### src/rtl/qei_pkg.sv
// Shared constants and helpers for the multi-channel quadrature encoder interface.
package qei_pkg;

  localparam logic [1:0] S00 = 2'b00;
  localparam logic [1:0] S10 = 2'b10;
  localparam logic [1:0] S11 = 2'b11;
  localparam logic [1:0] S01 = 2'b01;

  // Returns {valid, up, illegal} for a transition between two {A,B} states.
  function automatic logic [2:0] stepEncode(input logic [1:0] prev, input logic [1:0] cur);
    logic [2:0] result;
    result = 3'b000;
    case ({prev, cur})
      {S00, S10}, {S10, S11}, {S11, S01}, {S01, S00}: result = 3'b110;
      {S10, S00}, {S11, S10}, {S01, S11}, {S00, S01}: result = 3'b100;
      {S00, S11}, {S11, S00}, {S10, S01}, {S01, S10}: result = 3'b001;
      default:                                        result = 3'b000;
    endcase
    return result;
  endfunction

  function automatic int filtCntW(input int filtLen);
    return (filtLen < 1) ? 1 : $clog2(filtLen + 1);
  endfunction

endpackage

### src/rtl/qei_channel.sv
// One encoder channel: synchroniser, glitch filter, x4 decoder, wrapping
// position counter, index capture and sticky illegal-transition flag.
module qei_channel
  import qei_pkg::*;
#(
  parameter int CNT_W    = 32,
  parameter int FILT_LEN = 3
) (
  input  logic             clk_i,
  input  logic             reset_i,
  input  logic [2:0]       abz_i,
  input  logic             idx_clr_en_i,
  input  logic             load_i,
  input  logic [CNT_W-1:0] load_val_i,
  input  logic             clear_err_i,
  output logic [CNT_W-1:0] pos_o,
  output logic             dir_o,
  output logic [CNT_W-1:0] idx_pos_o,
  output logic             idx_evt_o,
  output logic             err_o
);

  logic [2:0]       sync1_q, sync2_q;
  logic [2:0]       filt;
  logic [1:0]       prevAb_q;
  logic             prevZ_q, primed_q;
  logic [CNT_W-1:0] pos_q, pos_d, idxPos_q, idxPos_d, stepped;
  logic             dir_q, dir_d, idxEvt_q, idxEvt_d, err_q, err_d;
  logic [2:0]       step;
  logic             stepValid, stepUp, stepIllegal, zRise;

  if (FILT_LEN == 0) begin : g_nofilt
    assign filt = sync2_q;
  end else begin : g_filt
    localparam int FW = filtCntW(FILT_LEN);
    logic [FW-1:0] cnt_q [3];
    logic [2:0]    filt_q;

    // A line only follows its synchronised value after FILT_LEN disagreeing samples.
    always_ff @(posedge clk_i) begin
      if (reset_i) begin
        for (int i = 0; i < 3; i++) cnt_q[i] <= '0;
        filt_q <= '0;
      end else begin
        for (int i = 0; i < 3; i++) begin
          if (sync2_q[i] == filt_q[i]) begin
            cnt_q[i] <= '0;
          end else if (cnt_q[i] == FW'(FILT_LEN - 1)) begin
            cnt_q[i]  <= '0;
            filt_q[i] <= sync2_q[i];
          end else begin
            cnt_q[i] <= cnt_q[i] + 1'b1;
          end
        end
      end
    end

    assign filt = filt_q;
  end

  // primed_q suppresses decoding on the first post-reset sample, which only seeds prev.
  always_comb begin
    step        = stepEncode(prevAb_q, filt[2:1]);
    stepValid   = primed_q & step[2];
    stepUp      = step[1];
    stepIllegal = primed_q & step[0];
    zRise       = primed_q & filt[0] & ~prevZ_q;

    stepped = pos_q;
    if (stepValid) stepped = stepUp ? pos_q + CNT_W'(1) : pos_q - CNT_W'(1);

    pos_d    = stepped;
    dir_d    = stepValid ? stepUp : dir_q;
    idxPos_d = idxPos_q;
    idxEvt_d = 1'b0;
    err_d    = err_q;

    if (zRise) begin
      idxPos_d = stepped;
      idxEvt_d = 1'b1;
      if (idx_clr_en_i) pos_d = '0;
    end
    if (load_i) pos_d = load_val_i;

    if (stepIllegal)      err_d = 1'b1;
    else if (clear_err_i) err_d = 1'b0;
  end

  always_ff @(posedge clk_i) begin
    if (reset_i) begin
      sync1_q  <= '0;
      sync2_q  <= '0;
      prevAb_q <= '0;
      prevZ_q  <= 1'b0;
      primed_q <= 1'b0;
      pos_q    <= '0;
      dir_q    <= 1'b0;
      idxPos_q <= '0;
      idxEvt_q <= 1'b0;
      err_q    <= 1'b0;
    end else begin
      sync1_q  <= abz_i;
      sync2_q  <= sync1_q;
      prevAb_q <= filt[2:1];
      prevZ_q  <= filt[0];
      primed_q <= 1'b1;
      pos_q    <= pos_d;
      dir_q    <= dir_d;
      idxPos_q <= idxPos_d;
      idxEvt_q <= idxEvt_d;
      err_q    <= err_d;
    end
  end

  assign pos_o     = pos_q;
  assign dir_o     = dir_q;
  assign idx_pos_o = idxPos_q;
  assign idx_evt_o = idxEvt_q;
  assign err_o     = err_q;

endmodule

### src/rtl/qei_multi.sv
// N-channel quadrature encoder interface; each channel is an independent
// qei_channel fed from its slice of the packed pin and control buses.
module qei_multi
  import qei_pkg::*;
#(
  parameter int N_CH     = 3,
  parameter int CNT_W    = 32,
  parameter int FILT_LEN = 3
) (
  input  logic                  clk,
  input  logic                  reset,
  input  logic [3*N_CH-1:0]     enc_abz,
  input  logic [N_CH-1:0]       idx_clr_en,
  input  logic [N_CH-1:0]       load,
  input  logic [CNT_W-1:0]      load_val,
  input  logic [N_CH-1:0]       clear_err,
  output logic [N_CH*CNT_W-1:0] pos,
  output logic [N_CH-1:0]       dir,
  output logic [N_CH*CNT_W-1:0] idx_pos,
  output logic [N_CH-1:0]       idx_evt,
  output logic [N_CH-1:0]       err
);

  for (genvar c = 0; c < N_CH; c++) begin : g_ch
    qei_channel #(
      .CNT_W   (CNT_W),
      .FILT_LEN(FILT_LEN)
    ) u_ch (
      .clk_i       (clk),
      .reset_i     (reset),
      .abz_i       (enc_abz[3*c +: 3]),
      .idx_clr_en_i(idx_clr_en[c]),
      .load_i      (load[c]),
      .load_val_i  (load_val),
      .clear_err_i (clear_err[c]),
      .pos_o       (pos[c*CNT_W +: CNT_W]),
      .dir_o       (dir[c]),
      .idx_pos_o   (idx_pos[c*CNT_W +: CNT_W]),
      .idx_evt_o   (idx_evt[c]),
      .err_o       (err[c])
    );
  end

endmodule

### config.mk
export PLATFORM = sky130hd
export DESIGN_NAME = qei_multi
export DESIGN_NICKNAME = d
export VERILOG_FILES = /design/src/rtl/qei_pkg.sv /design/src/rtl/qei_channel.sv /design/src/rtl/qei_multi.sv
export SDC_FILE = /design/constraint.sdc
export NUM_CORES = 1
export LEC_CHECK = 0
export ABC_AREA = 1
export BUFFER_PORTS_ARGS = -buffer_cell sky130_fd_sc_hd__buf_2
export CAP_MARGIN = 30
export CORE_ASPECT_RATIO = 2
export CORE_MARGIN = 2
export CORE_UTILIZATION = 26
export DETAILED_ROUTE_END_ITERATION = 6
export RECOVER_POWER = 50
export SYNTH_ARGS = -nofsm -noshare
export SYNTH_HDL_FRONTEND = slang
export SYNTH_SLANG_ARGS = --single-unit
### constraint.sdc
create_clock -name clk -period 2.62 [get_ports clk]
set_input_delay 0.393 -clock clk [delete_from_list [all_inputs] [get_ports clk]]
set_output_delay 0.393 -clock clk [all_outputs]
set_load 0.05 [all_outputs]
==> metrics.md <==
| Metric | Value |
|---|---|
| Die width | 194 um |
| Clk slew on worst S/H paths | ~70 ps |
| Sequential Power Share | between 20% and 30% |
| Synthesis-to-layout area growth | 54.2% |
| Skew final | 14.8 ps |
| IO Pins | 253 |
| Largest net degree at the start of global routing | 80 |
| CTS root buf | clkbuf_16 |
| Antenna violations before repair | 2 |
| Period utilization | 104% |
| Nets@finish | approximately 4,000 |
| Distinct cells, synth | 45 |
| Die area | 74,700 um^2 |
| Hpwl dp | 65,700 um |
| Simple-Gate Fraction of Synth Area | 41.3% |
| Largest area contributor in the netlist | dfxtp_1 |
| Seq cells post-synth | about 260 |
| Startpoint Class | flop |
| Crit. End Element | flop |
| GPL Wtd Cong | 0.997 |
| EDFF count, synth | 18 |
| P_sw | between 7 and 8 mW |
| Maximum root-to-sink buffer count | 3 |
| Fin. Hold Viols | 0 |
| Share of layout cells above drive strength 1 | 40.3% |
| Adder-cell share of the synthesized area | 2.59% |
| CP Max Fanout | 6 |
| Post-synth ARST share | 0% |
| Leak Pwr | 15.0 nW |
| DIE HEIGHT | 385 um |
| Later-pin clock latency in the skew report | 610 ps |
| Final Slew Violations | 31 |
| Pre-CTS setup slack | -418 ps |
| XOR/XNOR share of the synthesized area | 2.09% |
| DRT iter0 DRCs | 1,193 |
| Switching Share | roughly 44% |
| Worst-Margin Slew | 1510 ps |
| H-tree levels | 1 |
| DRC Markers | 0 |
| Area of the multi-input gates | ~14,000 um^2 |
| Top cells by count, synth | 1,136 x nand2_1, 518 x inv_1, 348 x nor2_1, 251 x nand3_1 |
| Mux share of post-synthesis cell area | 0% |
| Core area | 71,700 um^2 |
| Power Internal | 9.95 mW |
| VDD IR max | 623 uV |
| Worst Hold Class | primary input to flop |
| Outcome | complete, but fails checks |
| Seq/Total Area, Yosys | between 20% and 30% |
| First-pass GRT wire length | 123,000 um |
| Synth warn | 0 |
| Count leader, synth | nand2_1 |
| Buffers on Ports | 252 |
| Detailed Route WL | 85,900 um |
| Critical Path AT | roughly 3200 ps |
| WHS | 25.3 ps |
| Worst rel slew slack | -0.622% |
| Clock power share | 24.2% |
| Synth top area share | 25.3% |
| RSZ-0062 raised after global routing | true |
| Post-Syn Area per Cell | 5.76 um^2 |
| Global route overflow | 0 |
| Violated checks | capacitance limit, slew limit, setup timing |
| # Max-Cap Violations | 1 |
| Final antenna-violating net count | 0 |
| Area fraction in compound gates after synthesis | between 10% and 20% |
| Setup TNS | -2020 ps |
| Routed len/inst | 17.9 um |
| Worst setup margin | -104 ps |
| Drt pass-1 iters | 5 |
| CTS Buf Count | 28 |
| Vias in the first global route | 22,200 |
| Power per Cell Area | 610 nW/um^2 |
| Main synth FF type | dfxtp_1 |
| Row Count | around 140 |
| Final-report setup violation count | 59 |
| F_max | between 300 and 400 MHz |
| Reg area | 5330 um^2 |
| # clock sinks | 256 |
| Initial Util | 26.3% |
| Vias | 22,900 |
| Minimum clock period | ~2700 ps |
| Synth Instances | 3,266 |
| Largest family of logic cells by synthesized area | simple AND/OR/NAND/NOR gates |
| Worst setup path class | flop to flop |
| GRT Overall Usage | 21.4% |
| Filler cells | 7,626 |
| Synth Cell Area | 18,800 um^2 |
| Synth area leaders | dfxtp_1 25%, nand2_1 23%, inv_1 10% |
| CTS tree | yes |
| Comb power frac | 50.9% |
| Routed vias/inst | 4.76 |
| Required time worst endpoint | 3140 ps |
-- sequential cells by signal (all words and copies together) (netlist names) --
signal	cells
g_ch.u_ch.prevZ_q	3
g_ch.u_ch.primed_q	1
g_ch.u_ch.idx_evt_o	3
g_ch.u_ch.err_o	3
g_ch.u_ch.pos_o	96
g_ch.u_ch.prevAb_q	6
g_ch.u_ch.dir_o	3
g_ch.u_ch.filt	9
g_ch.u_ch.sync1_q	9
g_ch.u_ch.g_filt.cnt_q	18
g_ch.u_ch.idx_pos_o	96
g_ch.u_ch.sync2_q	9
-- path summary, 6_finish.rpt --
path,slack (ps),cells after the start,end,start
setup reg to reg,-100,21,g_ch[2].u_ch.idx_pos_o[10],g_ch[2].u_ch.filt[2]
hold / removal,30,3,g_ch[2].u_ch.sync1_q[2],enc_abz[8]
hold reg to reg,400,2,g_ch[1].u_ch.sync2_q[0],g_ch[1].u_ch.sync1_q[0]
setup / recovery,-100,21,g_ch[2].u_ch.idx_pos_o[10],g_ch[2].u_ch.filt[2]
-- power groups by stage --
stage	clock, mW	combinational, mW	sequential (mW)
after floorplan	0	3.62	5.02
after global placement	0	6.90	4.46
after detailed placement	0	6.92	4.46
after CTS	4.41	7.63	4.38
after global routing	4.52	9.68	4.43
final	4.29	9.01	4.41
-- area by class of cell --
type                       instances  share of cell area, %
antenna                            1                0.00862
clock buffer                      39                   2.76
clock inverter                    13                  0.578
inverter                         546                   7.28
multi-input combinational       2354                   49.0
sequential                       256                   18.4
tap                              916                   3.95
timing repair buffer             684                   18.0
-- worst max-delay path, cell delays in order (launching register included) --
cell	delay (ps)
dfxtp_4	390
inv_6	50
ha_4	150
inv_2	50
nand2_2	60
nand3_4	190
nand2_8	100
clkbuf_16	170
nand2_1	70
nand2_2	80
nor2_1	170
nand2_1	110
inv_1	100
nand4_1	120
nand2_2	210
buf_4	150
xor2_1	140
nand2_1	80
nand2_1	70
o21ai_1	50
nand2_1	80
inv_1	40
-- cell families after synthesis --
group / after synthesis
other cells: 1
flops: 256
xor+xnor: 41
simple gates: 1859
compound gates: 397
buf+inv: 673
fa+ha+maj: 39
-- layer usage --
| metal | wire [um] | global-route usage, % |
|---|---|---|
| met4 | 6430 | 13.1 |
| met5 | 9 | 0 |
| met2 | 43800 | 40.3 |
| met1 | 30600 | 21.4 |
| met3 | 5030 | 4.13 |
-- cell usage in the layout (no fill, tap or decap), types with 8 or more instances in the layout --
cell type / n
nand3_1: 147
nand3_2: 105
conb_1: 18
clkbuf_16: 37
nand2_2: 246
a21o_1: 10
o211ai_1: 18
nor2_2: 47
ha_4: 14
ha_1: 24
buf_4: 354
dfxtp_1: 230
nand3_4: 12
buf_6: 25
inv_1: 457
a21oi_1: 170
a21oi_2: 64
buf_2: 251
nand2_1: 818
nand2_4: 117
nor2_1: 250
inv_4: 21
inv_2: 66
dlygate4sd3_1: 8
buf_12: 30
o21ai_1: 20
edfxtp_1: 18
nor2_4: 72
o21ai_2: 9
a21oi_4: 13
o21ai_0: 67
xor2_1: 29
-- timing repair --
item / 4_1_cts / 5_1_grt
setup buffers: 27 / 33
endpoints found under the hold margin: 8 / 0
setup endpoints to repair: 158 / 158
resized for setup: 349 / 683
gates cloned: 2 / 10
hold buffers: 8 / 0
pin swaps: 96 / 215
-- metrics by stage --
| step | utilization [%] | cells | total power, mW | area (um^2) |
|---|---|---|---|---|
| 2_1_floorplan | - | 3283 | 8.64 | 18900 |
| 3_3_place_gp | 32.9 | 4678 | 11.4 | 23600 |
| 3_5_place_dp | 32.9 | 4678 | 11.4 | 23600 |
| 4_1_cts | 36.3 | 4766 | 16.4 | 26000 |
| 5_1_grt | 40.5 | 4809 | 18.6 | 29000 |
| 6_report | 40.5 | 4809 | 17.7 | 29000 |
No activity file was read; power rests on OpenSTA's default activity.
